===== src/rtl/lcd_refresh_sequencer.sv =====
`timescale 1ns/1ps
// lcd_refresh_sequencer
// Drives a 4-bit HD44780-style character LCD. After reset it waits out the
// panel power-up time and performs the 4-bit init, then on each start it
// writes 4 config commands followed by 40 hex characters.
//
// start/ready: start is a one-clk request that is accepted only in a cycle
// where ready is high (IDLE). Any start seen while ready is low is dropped
// and never queued. done pulses for one clk when the last table entry has
// been written, in the same cycle ready returns high.
//
// All delays count us_tick pulses. The counter is cleared on every state
// entry, so a tick that coincides with a state change belongs to the state
// being left, never to the state being entered.
module lcd_refresh_sequencer #(
  parameter int unsigned PWRUP_US    = 15000,
  parameter int unsigned E_PULSE_US  = 1,
  parameter int unsigned CMD_WAIT_US = 40,
  parameter int unsigned CLR_WAIT_US = 1640,
  parameter logic [5:0]  LAST_PTR    = 6'h2B
) (
  input  logic       clk,
  input  logic       reset,
  input  logic       us_tick_i,
  input  logic       start_i,
  input  logic [3:0] hex_nibble_i,
  output logic [5:0] cmd_ptr_o,
  output logic [3:0] lcd_db_o,
  output logic       lcd_rs_o,
  output logic       lcd_rw_o,
  output logic       lcd_e_o,
  output logic       ready_o,
  output logic       done_o,
  output logic [3:0] dbg_state_o
);

  // Post-nibble waits of the 4-bit init sequence (0x3, 0x3, 0x3, 0x2).
  localparam logic [15:0] INIT_WAIT0 = 16'd4100;
  localparam logic [15:0] INIT_WAIT1 = 16'd100;
  localparam logic [15:0] INIT_WAIT2 = 16'd40;

  typedef enum logic [3:0] {
    S_PWRUP,
    S_INIT_SETUP,
    S_INIT_E,
    S_INIT_HOLD,
    S_INIT_WAIT,
    S_IDLE,
    S_FETCH,
    S_HI_SETUP,
    S_HI_E,
    S_HI_HOLD,
    S_LO_SETUP,
    S_LO_E,
    S_LO_HOLD,
    S_WAIT,
    S_NEXT
  } state_t;

  state_t      state_q;
  logic [15:0] cnt_q;
  logic [1:0]  init_idx_q;
  logic [7:0]  byte_q;
  logic [5:0]  cmd_ptr_q;
  logic [3:0]  lcd_db_q;
  logic        lcd_rs_q;
  logic        lcd_e_q;
  logic        ready_q;
  logic        done_q;

  logic [15:0] wait_len;
  logic        wait_hit;
  logic [7:0]  tbl_byte;

  // Number of us ticks the current state must count before it may advance.
  always_comb begin
    wait_len = 16'd1;
    case (state_q)
      S_PWRUP:                  wait_len = 16'(PWRUP_US);
      S_INIT_E, S_HI_E, S_LO_E: wait_len = 16'(E_PULSE_US);
      S_INIT_WAIT: begin
        case (init_idx_q)
          2'd0:    wait_len = INIT_WAIT0;
          2'd1:    wait_len = INIT_WAIT1;
          default: wait_len = INIT_WAIT2;
        endcase
      end
      // Two ticks cover the converter's registered output catching up.
      S_FETCH:                  wait_len = 16'd2;
      S_WAIT:                   wait_len = (cmd_ptr_q == 6'd3) ? 16'(CLR_WAIT_US)
                                                               : 16'(CMD_WAIT_US);
      default:                  wait_len = 16'd1;
    endcase
  end

  // The tick arriving now is the last one the state needs.
  assign wait_hit = us_tick_i && (cnt_q == (wait_len - 16'd1));

  // Byte for the current table entry: fixed commands, then ASCII hex digits.
  always_comb begin
    tbl_byte = 8'h00;
    case (cmd_ptr_q)
      6'd0:    tbl_byte = 8'h28;
      6'd1:    tbl_byte = 8'h06;
      6'd2:    tbl_byte = 8'h0C;
      6'd3:    tbl_byte = 8'h01;
      default: tbl_byte = (hex_nibble_i < 4'd10) ? (8'h30 + {4'h0, hex_nibble_i})
                                                 : (8'h37 + {4'h0, hex_nibble_i});
    endcase
  end

  // Sequencer FSM with registered LCD bus, pointer and status outputs.
  always_ff @(posedge clk or posedge reset) begin
    if (reset) begin
      state_q    <= S_PWRUP;
      cnt_q      <= '0;
      init_idx_q <= '0;
      byte_q     <= '0;
      cmd_ptr_q  <= '0;
      lcd_db_q   <= '0;
      lcd_rs_q   <= 1'b0;
      lcd_e_q    <= 1'b0;
      ready_q    <= 1'b0;
      done_q     <= 1'b0;
    end else begin
      done_q <= 1'b0;
      if (us_tick_i) begin
        cnt_q <= cnt_q + 16'd1;
      end
      case (state_q)
        S_PWRUP: begin
          if (wait_hit) begin
            lcd_db_q <= 4'h3;
            lcd_rs_q <= 1'b0;
            state_q  <= S_INIT_SETUP;
            cnt_q    <= '0;
          end
        end
        S_INIT_SETUP: begin
          if (wait_hit) begin
            lcd_e_q <= 1'b1;
            state_q <= S_INIT_E;
            cnt_q   <= '0;
          end
        end
        S_INIT_E: begin
          if (wait_hit) begin
            lcd_e_q <= 1'b0;
            state_q <= S_INIT_HOLD;
            cnt_q   <= '0;
          end
        end
        S_INIT_HOLD: begin
          if (wait_hit) begin
            state_q <= S_INIT_WAIT;
            cnt_q   <= '0;
          end
        end
        S_INIT_WAIT: begin
          if (wait_hit) begin
            cnt_q <= '0;
            if (init_idx_q == 2'd3) begin
              init_idx_q <= '0;
              cmd_ptr_q  <= '0;
              ready_q    <= 1'b1;
              state_q    <= S_IDLE;
            end else begin
              // Third write done means the next nibble is 0x2 (enter 4-bit).
              lcd_db_q   <= (init_idx_q == 2'd2) ? 4'h2 : 4'h3;
              init_idx_q <= init_idx_q + 2'd1;
              state_q    <= S_INIT_SETUP;
            end
          end
        end
        S_IDLE: begin
          cnt_q     <= '0;
          lcd_e_q   <= 1'b0;
          cmd_ptr_q <= '0;
          if (start_i) begin
            ready_q <= 1'b0;
            state_q <= S_FETCH;
          end
        end
        S_FETCH: begin
          if (wait_hit) begin
            byte_q   <= tbl_byte;
            lcd_db_q <= tbl_byte[7:4];
            lcd_rs_q <= (cmd_ptr_q >= 6'd4);
            state_q  <= S_HI_SETUP;
            cnt_q    <= '0;
          end
        end
        S_HI_SETUP: begin
          if (wait_hit) begin
            lcd_e_q <= 1'b1;
            state_q <= S_HI_E;
            cnt_q   <= '0;
          end
        end
        S_HI_E: begin
          if (wait_hit) begin
            lcd_e_q <= 1'b0;
            state_q <= S_HI_HOLD;
            cnt_q   <= '0;
          end
        end
        S_HI_HOLD: begin
          if (wait_hit) begin
            lcd_db_q <= byte_q[3:0];
            state_q  <= S_LO_SETUP;
            cnt_q    <= '0;
          end
        end
        S_LO_SETUP: begin
          if (wait_hit) begin
            lcd_e_q <= 1'b1;
            state_q <= S_LO_E;
            cnt_q   <= '0;
          end
        end
        S_LO_E: begin
          if (wait_hit) begin
            lcd_e_q <= 1'b0;
            state_q <= S_LO_HOLD;
            cnt_q   <= '0;
          end
        end
        S_LO_HOLD: begin
          if (wait_hit) begin
            state_q <= S_WAIT;
            cnt_q   <= '0;
          end
        end
        S_WAIT: begin
          if (wait_hit) begin
            state_q <= S_NEXT;
            cnt_q   <= '0;
          end
        end
        S_NEXT: begin
          cnt_q <= '0;
          if (cmd_ptr_q == LAST_PTR) begin
            done_q    <= 1'b1;
            ready_q   <= 1'b1;
            cmd_ptr_q <= '0;
            state_q   <= S_IDLE;
          end else begin
            cmd_ptr_q <= cmd_ptr_q + 6'd1;
            state_q   <= S_FETCH;
          end
        end
        default: begin
          state_q <= S_PWRUP;
          cnt_q   <= '0;
        end
      endcase
    end
  end

  assign cmd_ptr_o   = cmd_ptr_q;
  assign lcd_db_o    = lcd_db_q;
  assign lcd_rs_o    = lcd_rs_q;
  assign lcd_rw_o    = 1'b0;
  assign lcd_e_o     = lcd_e_q;
  assign ready_o     = ready_q;
  assign done_o      = done_q;
  assign dbg_state_o = state_q;

endmodule


===== config.mk =====
export PLATFORM = sky130hd
export DESIGN_NAME = lcd_refresh_sequencer
export DESIGN_NICKNAME = d
export VERILOG_FILES = /design/src/rtl/lcd_refresh_sequencer.sv
export SDC_FILE = /design/constraint.sdc
export NUM_CORES = 1
export LEC_CHECK = 0
export BUFFER_PORTS_ARGS = -buffer_cell sky130_fd_sc_hd__buf_2
export CORE_MARGIN = 5
export CORE_UTILIZATION = 55
export CTS_CLUSTER_SIZE = 10
export DETAILED_ROUTE_END_ITERATION = 16
export PLACE_DENSITY = 0.75
export SYNTH_ARGS = -nofsm -noshare
export SYNTH_HDL_FRONTEND = slang
export SYNTH_SLANG_ARGS = --single-unit
export TNS_END_PERCENT = 50

===== constraint.sdc =====
create_clock -name clk -period 3.7 [get_ports clk]
set_input_delay 1.11 -clock clk [delete_from_list [all_inputs] [get_ports clk]]
set_output_delay 1.11 -clock clk [all_outputs]
set_load 0.005 [all_outputs]

After elaboration in Yosys (flattened, before gate mapping)
Index checks and enable logic that the tools add are counted.
Widths: inputs -> output; s select.
{"block": "totals", "out_inout_bits": 19, "wordCells": 127, "input_bits": 8, "ff_bits": 40}
{"block": "op_classes", "n_addsub": 6, "n_lt_le_gt_ge": 2, "n_reduce_logical": 19, "n_eq_ne": 42, "n_mux": 48}
{"op": "$mux 4", "count": 18}
{"op": "$pmux 4 s15", "count": 1}
{"op": "$pmux 14 s4", "count": 1}
{"op": "$mux 16", "count": 3}
{"op": "$ne 2x2->1 const B", "count": 17}
{"op": "$eq 4x4->1 const B", "count": 7}
{"op": "$pmux 7 s4", "count": 1}
{"op": "$pmux 13 s2", "count": 1}
{"op": "$mux 6", "count": 3}
{"op": "$pmux 6 s3", "count": 1}
{"op": "$add 16x1->16 const B", "count": 1}
{"op": "$eq 16x16->1", "count": 1}
{"op": "$eq 4x3->1 const B", "count": 4}
{"op": "$pmux 4 s4", "count": 1}
{"op": "$sub 16x1->16 const B", "count": 1}
{"op": "$add 6x4->7 const A", "count": 2}
{"op": "$reduce_and 14->1", "count": 1}
{"op": "$reduce_or 13->1", "count": 1}
{"op": "$eq 6x2->1 const B", "count": 2}
{"op": "$mux 11", "count": 1}
{"op": "$mux 1", "count": 10}
{"op": "$reduce_and 3->1", "count": 3}
{"op": "$eq 4x2->1 const B", "count": 2}
{"op": "$mux 7", "count": 1}
{"op": "other kinds (26)", "count": 33}

Longest topological paths before layout
Gate-level depths: netlist (run 1).
{"block": "logic_depth", "ltp_word": 8, "ltp_mapped": 11, "depth_no_buf": 10}

Worst setup path after synthesis (run 1)
OpenSTA, ideal clock, no wires.
{"block": "synth_path", "path_kind": "register -> register", "start": "register state_q[0] (netlist: dbg_state_o[0])", "end": "register lcd_db_q[0] (netlist: lcd_db_o[0])", "stages_incl_launch_ff": 10, "required_ps": 3575, "t_arrival_ps": 2520, "period_less_slack_ps": 2645, "setup_ps": 125, "path_buffers": 1, "path_slack_ps": 1055, "path_cell_list": "dfrtp_1 buf_6 nor4_2 mux2i_1 o2111a_1 nand2_1 nor4_1 nand2_1 nor2_2 mux2_2"}
{"block": "synth_via", "elab_chain_cells": 7}
{"item": "start: declaration", "line": "60", "text": "state_t state_q;"}
{"item": "start signal: assignment", "line": "115", "text": "state_q <= S_PWRUP;"}
{"item": "start signal: assignment", "line": "135", "text": "state_q <= S_INIT_SETUP;"}
{"item": "start signal: assignment", "line": "142", "text": "state_q <= S_INIT_E;"}
{"item": "$eq 4x4->1, or another cell as far along", "line": "78", "text": "case (state_q)"}
{"item": "$pmux 14 s4", "line": "78"}
{"item": "$sub 16x1->16", "line": "97", "text": "assign wait_hit = us_tick_i && (cnt_q == (wait_len - 16'd1));"}
{"item": "$eq 16x16->1", "line": "97"}
{"item": "$logic_and 1x1->1", "line": "97"}
{"item": "$ne 2x2->1 (no line)"}
{"item": "$reduce_and 6->1 (no line)"}
{"item": "end signal: assignment", "line": "169", "text": "lcd_db_q <= (init_idx_q == 2'd2) ? 4'h2 : 4'h3;"}
{"item": "end signal: assignment", "line": "187", "text": "lcd_db_q <= tbl_byte[7:4];"}
{"item": "end signal: assignment", "line": "209", "text": "lcd_db_q <= byte_q[3:0];"}
{"item": "end: declaration", "line": "65", "text": "logic [3:0] lcd_db_q;"}
Several ways; a longest one is shown, not always the timed one.
A chain may end at the register's enable or synchronous reset.

Worst setup path in the final report (run 1)
{"block": "layout_path", "start": "register state_q[0] (netlist: dbg_state_o[0])", "end": "register lcd_db_q[1] (netlist: lcd_db_o[1])"}
Same word-level chain as after synthesis.

==> out/results.tsv, run 1 <==
metric	value	unit
status	complete, no violations	
regToRegSetupSlack	0.52	ns
p_int	735	uW
drt_iter0_drc	276	
place_area	3140	um^2
path_cells	nor4_2 -> mux2i_1 -> o2111a_1 -> nand2_1 -> nor4_1 -> nand2_1 -> nor2_2 -> mux2_2	
layout-drive-gt1-share	0.170	
clockRootBuffer	clkbuf_8	
start_util	0.573	
p_clk_frac	0.355	
cp.arrival	3.37	ns
synth_area_leaders	dfrtp_1 (34%), o21ai_0 (6.8%), nand2_1 (5.4%), ha_1 (4.6%), a21oi_1 (3.9%)	
first_pass_iters	5	
hold_path_depth	1	
synth_top_area_frac	0.338	
grt_setup_unrepaired	no	
hold_buffers	0	
grt_usage	0.202	
design_area	3260	um^2
layout_commonest_cell	nand2_1	
crit_type	flop to flop	
r2r_end	lcd_db_o[1]	
slowest_stage	dfrtp_1	
final_nets	394	
tightest_slew	0.860	ns
grt_pass1_vias	2531	
synth_warnings	0	
synthArstFlopShare	1.00	
reg2reg_depth	8	
post-cts-setup-buffers	0	
power_density	313	nW/um^2
clock_skew	0.00508	ns
grt.overflow.total	0	
synth_area	2960	um^2
clock_sinks	40	
ys_seq_elements	40	
h-tree-depth	2	
path_buf_inv	0	
start_kind	flop	
path_clk_slew	0.08	ns
regToRegStartpoint	dbg_state_o[0]	
rows	26	
netlist_instances	353	
hpwlAfterDp	5040	um
vias	2677	
hold_viol	0	
yosysTopAreaCell	dfrtp_1	
ys_seq_area_frac	0.338	
grt_max_degree	25	
avgRoutedWirePerCell	15.4	um
fin_setup_tns	0	ns
yosysUniqueCellTypes	62	
setup_viol	0	
ys.flop_type	dfrtp_1	
cts_buffer_depth	2	
synth.avg_cell_area	8.39	um^2
synth_fp_nets	372	
drc_errors	0	
synth_edf_count	0	
pwr-share-comb	0.145	
core_area	5170	um^2
p_switching	284	uW
crit_top_cell	nand2_1	
n_antenna_cell	0	
hold_path.class	flop to flop	
fin_crit_sh	0.860	
cts-buffers-inserted	5	
antenna_found_initial	0	
place_congestion	0.857	
area_growth_syn_to_layout	9.88	%
grt_pass1_wl	11900	um
required	3.89	ns
fmax	314	MHz
finalCriticalPeriod	3.18	ns
pwr-share-seq	0.500	
p_leak	0.00139	uW
slew_violations	0	
final_cell_mix	nand2_1 (43), o21ai_0 (40), dfrtp_1 (40)	
worstHoldStart	ready_o	
finalWirelength	6860	um
clk_latency	0.30	ns
dieArea	6950	um^2
cap_violations	0	
peakVddDrop	0.196	mV
crit_family	simple AND/OR/NAND/NOR gates	
worstSetupEndpointType	flop	
ant_nets	0	
viasPerCell	6.00	
cts_resized	0	
relSlewSlack	0.419	
hold_path_end	ready_o	
die-height	83.4	um
p_sw_frac	0.279	
io_buffers	25	
die_width	83.4	um
cp_max_fo	20	
cpPeakStageDelay	0.61	ns
io_pins	27	
cts_tree	done	
==> metrics by stage <==
stage	cells	setup WS, ns	utilization	total power [uW]	hold WS (ns)
2_1_floorplan	353	1.06	-	622	0.470
3_3_place_gp	438	0.601	0.608	661	0.487
3_5_place_dp	438	0.532	0.608	667	0.484
4_1_cts	446	0.546	0.629	1030	0.516
5_1_grt	446	0.307	0.629	1070	0.523
6_report	446	0.517	0.629	1020	0.504
==> power groups by stage <==
stage               Combinational, uW  Sequential, uW  Clock, uW
CTS                               150             509        370
global route                      166             516        390
detailed placement                148             518          0
floorplan                         121             501          0
finish                            148             510        362
global placement                  144             517          0
==> Yosys cell counts (all sizes together) (4+ instances only) <==
cell and count:
nor3b 5, a22o 4, nand2 43, nor2 27, and3 12, nor2b 7, buf 13, mux2 9
dfrtp 40, nor3 4, a21oi 23, nor4 5, nand3 15, nand2b 8, nand3b 10, o21ai 42
xor2 5, clkbuf 7, ha 11, inv 9, a32o 5
==> cell families after synthesis <==
logic type,count (synthesis),share of synthesized area
and+or+nand+nor,154,0.284
adders and majority gates,11,0.0465
muxes,12,0.0456
xor gates and xnor gates,8,0.0236
AOI/OAI and AO/OA,98,0.214
other,1,0.00127
DFF,40,0.338
buffers and inverters,29,0.0473
==> sequential cells by signal, summed over array words and instances, names as in the netlist <==
name / count
lcd_db_o: 4
done_o: 1
byte_q: 4
init_idx_q: 2
lcd_rs_o: 1
cnt_q: 16
ready_o: 1
cmd_ptr_o: 6
dbg_state_o: 4
lcd_e_o: 1
==> area by class of cell <==
type,instances,area [um^2]
fill,451,1920
tap,70,87.6
timing repair buffer,35,200
clock buffer,5,68.8
multi-input combinational,284,1820
clock inverter,3,42.5
inverter,9,33.8
sequential,40,1000
==> worst max-delay path by stage <==
stage / cells after the start / endpoint / slack (ns) / startpoint
floorplan: 9 / lcd_db_o[0] / 1.06 / dbg_state_o[0]
global placement: 7 / lcd_db_o[2] / 0.60 / us_tick_i
detailed placement: 7 / lcd_db_o[1] / 0.53 / us_tick_i
CTS: 8 / lcd_db_o[1] / 0.55 / dbg_state_o[0]
global route: 8 / byte_q[1] / 0.31 / dbg_state_o[0]
finish: 8 / lcd_db_o[1] / 0.52 / dbg_state_o[0]
==> layer usage <==
| metal | wire length [um] | up-vias | GRT usage |
|---|---|---|---|
| met3 | 246 | 7 | 0.0317 |
| met5 | 0 | - | 0 |
| met4 | 84 | 0 | 0.0520 |
| met1 | 3160 | 1294 | 0.271 |
| met2 | 3370 | 62 | 0.340 |
| li1 | - | 1314 | - |
(Power assumes the default switching activity.)
==> inputs of run 2 (changes only) <==
--- a/config.mk
+++ b/config.mk
@@ -7,10 +7,10 @@
 export LEC_CHECK = 0
 export BUFFER_PORTS_ARGS = -buffer_cell sky130_fd_sc_hd__buf_2
 export CORE_MARGIN = 5
-export CORE_UTILIZATION = 55
+export CORE_UTILIZATION = 60
 export CTS_CLUSTER_SIZE = 10
 export DETAILED_ROUTE_END_ITERATION = 16
-export PLACE_DENSITY = 0.75
+export PLACE_DENSITY = 0.8
 export SYNTH_ARGS = -nofsm -noshare
 export SYNTH_HDL_FRONTEND = slang
 export SYNTH_SLANG_ARGS = --single-unit
==> out/results.tsv, run 2 (synthesis results as in run 1) <==
metric	value	unit
dieArea	6440	um^2
slowest_stage	dfrtp_1	
viasPerCell	6.11	
start_kind	flop	
antenna_found_initial	0	
setup_viol	0	
hold_path_depth	1	
hpwlAfterDp	5010	um
cts_tree	done	
grt.overflow.total	0	
crit_family	simple AND/OR/NAND/NOR gates	
cp.arrival	3.51	ns
hold_path.class	flop to flop	
drc_errors	0	
worstSetupEndpointType	flop	
cts_buffer_depth	2	
post-place-ws	0.461	ns
layout-drive-gt1-share	0.168	
rows	25	
hold_viol	0	
tightest_slew	0.946	ns
avgRoutedWirePerCell	15.6	um
p_leak	0.00138	uW
fin_setup_tns	0	ns
io_buffers	25	
h-tree-depth	2	
die_width	80.3	um
io_pins	27	
drt_iter0_drc	305	
cts_resized	0	
crit_top_cell	nand2_1	
crit_type	flop to flop	
area_growth_syn_to_layout	9.50	%
clock_sinks	40	
grt_setup_unrepaired	no	
cp_max_fo	26	
status	complete, no violations	
layout_commonest_cell	nand2_1	
regMostFlops	cnt_q	
setup_slack	0.370	ns
n_fill_cell	411	
grt_max_degree	27	
n_antenna_cell	0	
fin_crit_sh	0.900	
path_cells	nor4_2 -> mux2i_1 -> o2111a_1 -> nand2_1 -> nor4_1 -> nand2_1 -> nor2_2 -> mux2_2	
cpPeakStageDelay	0.67	ns
path_buf_inv	0	
grt_pass1_wl	12200	um
start_util	0.623	
hold_buffers	0	
grt_pass1_vias	2634	
required	3.88	ns
post-cts-setup-buffers	0	
cap_violations	0	
cts-buffers-inserted	5	
path_clk_slew	0.08	ns
grt_usage	0.238	
final_nets	393	
largest_reg_flops	16	
place_congestion	0.894	
power_density	314	nW/um^2
ant_nets	0	
peakVddDrop	0.194	mV
clk_latency	0.30	ns
final_cell_mix	nand2_1 (43), o21ai_0 (40), dfrtp_1 (40)	
vias	2702	
fmax	300	MHz
core_area	4750	um^2
die-height	80.3	um
first_pass_iters	5	
finalWirelength	6890	um
finalCriticalPeriod	3.33	ns
slew_violations	0	
relSlewSlack	0.361	
clock_skew	0.00711	ns
clockRootBuffer	clkbuf_8	
path_depth	8	
reg2reg_depth	8	
## run 2: changes by cell type in the layout (fill, tap and decap cells not counted)
cell / change
buf_4: -1
## run 2: metrics by stage
step	power (uW)	hold slack [ns]	area (um^2)	utilization	cells
after CTS	1020	0.517	3240	0.682	442
after global placement	661	0.482	3130	0.659	434
after global routing	1070	0.532	3240	0.682	442
after detailed placement	664	0.489	3130	0.659	434
after floorplan	622	0.470	2960	-	353
final	1020	0.516	3240	0.682	442
## run 2: path summary, 6_finish.rpt
kind                           startpoint            to  slack [ns]
setup / recovery           dbg_state_o[2]   lcd_db_o[0]        0.37
hold / removal                  byte_q[3]     byte_q[3]        0.52
hold reg to reg                 byte_q[3]     byte_q[3]        0.52
max in group asynchronous           reset       lcd_e_o        2.18
min in group asynchronous           reset  cmd_ptr_o[2]        0.85
setup reg to reg           dbg_state_o[2]   lcd_db_o[0]        0.37
## run 2: area by class of cell
cell class,instances,area (um^2),area share
well taps,67,83.8,0.0258
clock buffers,5,68.8,0.0212
clock inverters,3,42.5,0.0131
inverters,9,33.8,0.0104
flip-flops and latches,40,1000,0.309
multi-input cells,284,1820,0.562
repair buffers,34,193,0.0594
## run 2: routing by layer
| layer | global-route usage | vias to the layer above | share of wire |
|---|---|---|---|
| met5 | 0 | - | 0 |
| met1 | 0.313 | 1306 | 0.44 |
| met4 | 0.0794 | 0 | 0.016 |
| li1 | - | 1308 | - |
| met3 | 0.0426 | 11 | 0.051 |
| met2 | 0.396 | 77 | 0.50 |
## run 2: power by group
| part | switching, uW | internal, uW | leakage, uW |
|---|---|---|---|
| Sequential | 47.0 | 463 | 0.000497 |
| Combinational | 73.2 | 73.3 | 0.000833 |
| Clock | 163 | 200 | 0.0000541 |
==> inputs of run 3 (changes only) <==
--- a/config.mk
+++ b/config.mk
@@ -11,6 +11,7 @@
 export CTS_CLUSTER_SIZE = 10
 export DETAILED_ROUTE_END_ITERATION = 16
 export PLACE_DENSITY = 0.8
+export REMOVE_ABC_BUFFERS = 1
 export SYNTH_ARGS = -nofsm -noshare
 export SYNTH_HDL_FRONTEND = slang
 export SYNTH_SLANG_ARGS = --single-unit
==> out/results.tsv, run 3 (synthesis results as in run 1) <==
metric	value	unit
hold_path_depth	1	
dieArea	6440	um^2
hold_buffers	0	
largest_reg_flops	16	
cap_violations	0	
tightest_slew	0.999	ns
post-cts-setup-buffers	0	
relSlewSlack	0.325	
layout_commonest_cell	nand2_1	
grt_pass1_vias	2554	
clock_skew	0.00506	ns
io_pins	27	
first_pass_iters	6	
n_antenna_cell	0	
holdWs	0.503	ns
finalCriticalPeriod	3.33	ns
peakVddDrop	0.288	mV
fin_setup_tns	0	ns
cts_tree	done	
grt_setup_unrepaired	no	
grt_usage	0.247	
post-route-util	0.682	
viasPerCell	6.11	
layout-drive-gt1-share	0.168	
die_width	80.3	um
start_util	0.623	
cts_resized	0	
clockRootBuffer	clkbuf_8	
die-height	80.3	um
status	complete, no violations	
p_leak	0.00139	uW
post-place-ws	0.409	ns
rows	25	
design_area	3240	um^2
io_buffers	25	
drt_iter0_drc	247	
cp.arrival	3.51	ns
hold_path.class	flop to flop	
worstHoldStart	lcd_db_o[2]	
regToRegSetupSlack	0.37	ns
avgRoutedWirePerCell	16.3	um
hold_path_end	lcd_db_o[2]	
final_cell_mix	nand2_1 (43), o21ai_0 (40), dfrtp_1 (40)	
antenna_found_initial	0	
startpoint	dbg_state_o[0]	
required	3.89	ns
reg2reg_depth	8	
grt.overflow.total	0	
slew_violations	0	
drc_errors	0	
crit_type	flop to flop	
power_density	314	nW/um^2
hold_viol	0	
place_area	3130	um^2
vias	2701	
place_congestion	0.911	
r2r_end	lcd_db_o[1]	
fmax	301	MHz
grt_max_degree	41	
cp_max_fo	15	
clock_sinks	40	
path_clk_slew	0.08	ns
setup_viol	0	
worstSetupEndpointType	flop	
area_growth_syn_to_layout	9.50	%
setup_slack	0.374	ns
grt_pass1_wl	12500	um
cts_buffer_depth	2	
fin_crit_sh	0.899	
start_kind	flop	
cts-buffers-inserted	5	
ant_nets	0	
h-tree-depth	2	
final_nets	393	
regMostFlops	cnt_q	
hpwlAfterDp	5160	um
clk_latency	0.30	ns
core_area	4750	um^2
finalWirelength	7190	um
regToRegStartpoint	dbg_state_o[0]	
==> run 3: power breakdown <==
part           switching [uW]  leakage [uW]  total, uW  internal (uW)
sequential               47.3      0.000497        510            463
clock                     161     0.0000541        360            200
combinational            76.0      0.000834        148           72.2
==> run 3: layout make-up <==
type                            instances  area, um^2
Inverter                                9        33.8
Sequential cell                        40        1000
Tap cell                               67        83.8
Multi-Input combinational cell        284        1820
Clock buffer                            5        68.8
Clock inverter                          3        42.5
Fill cell                             392        1510
Timing Repair Buffer                   34         193
==> run 3: critical path, cell delays in order (launching register included) <==
cell and delay, ns:
dfrtp_1 0.57, nor4_2 0.65, mux2i_1 0.31, o2111a_1 0.24, nand2_1 0.06, nor4_1 0.42
nand2_1 0.30, nor2_2 0.29, mux2_2 0.36
==> run 3: layer usage <==
layer	vias to the layer above	track usage	part of all wire
met5	-	0	0
met4	0	0.0473	0.0072
met3	8	0.0381	0.055
met2	101	0.389	0.47
met1	1282	0.359	0.47
li1	1310	-	-
==> run 3: worst max-delay path by stage <==
| stage | slack [ns] | cells past startpoint | to |
|---|---|---|---|
| floorplan | 0.54 | 8 | dbg_state_o[0] |
| global placement | 0.42 | 8 | lcd_db_o[0] |
| detailed placement | 0.41 | 7 | cnt_q[3] |
| CTS | 0.40 | 8 | lcd_db_o[2] |
| global route | 0.20 | 7 | cnt_q[7] |
| finish | 0.37 | 8 | lcd_db_o[1] |
==> run 3: stage by stage <==
| step | cells | power [uW] |
|---|---|---|
| floorplan | 333 | 617 |
| global placement | 434 | 661 |
| detailed placement | 434 | 665 |
| CTS | 442 | 1020 |
| global route | 442 | 1070 |
| finish | 442 | 1020 |
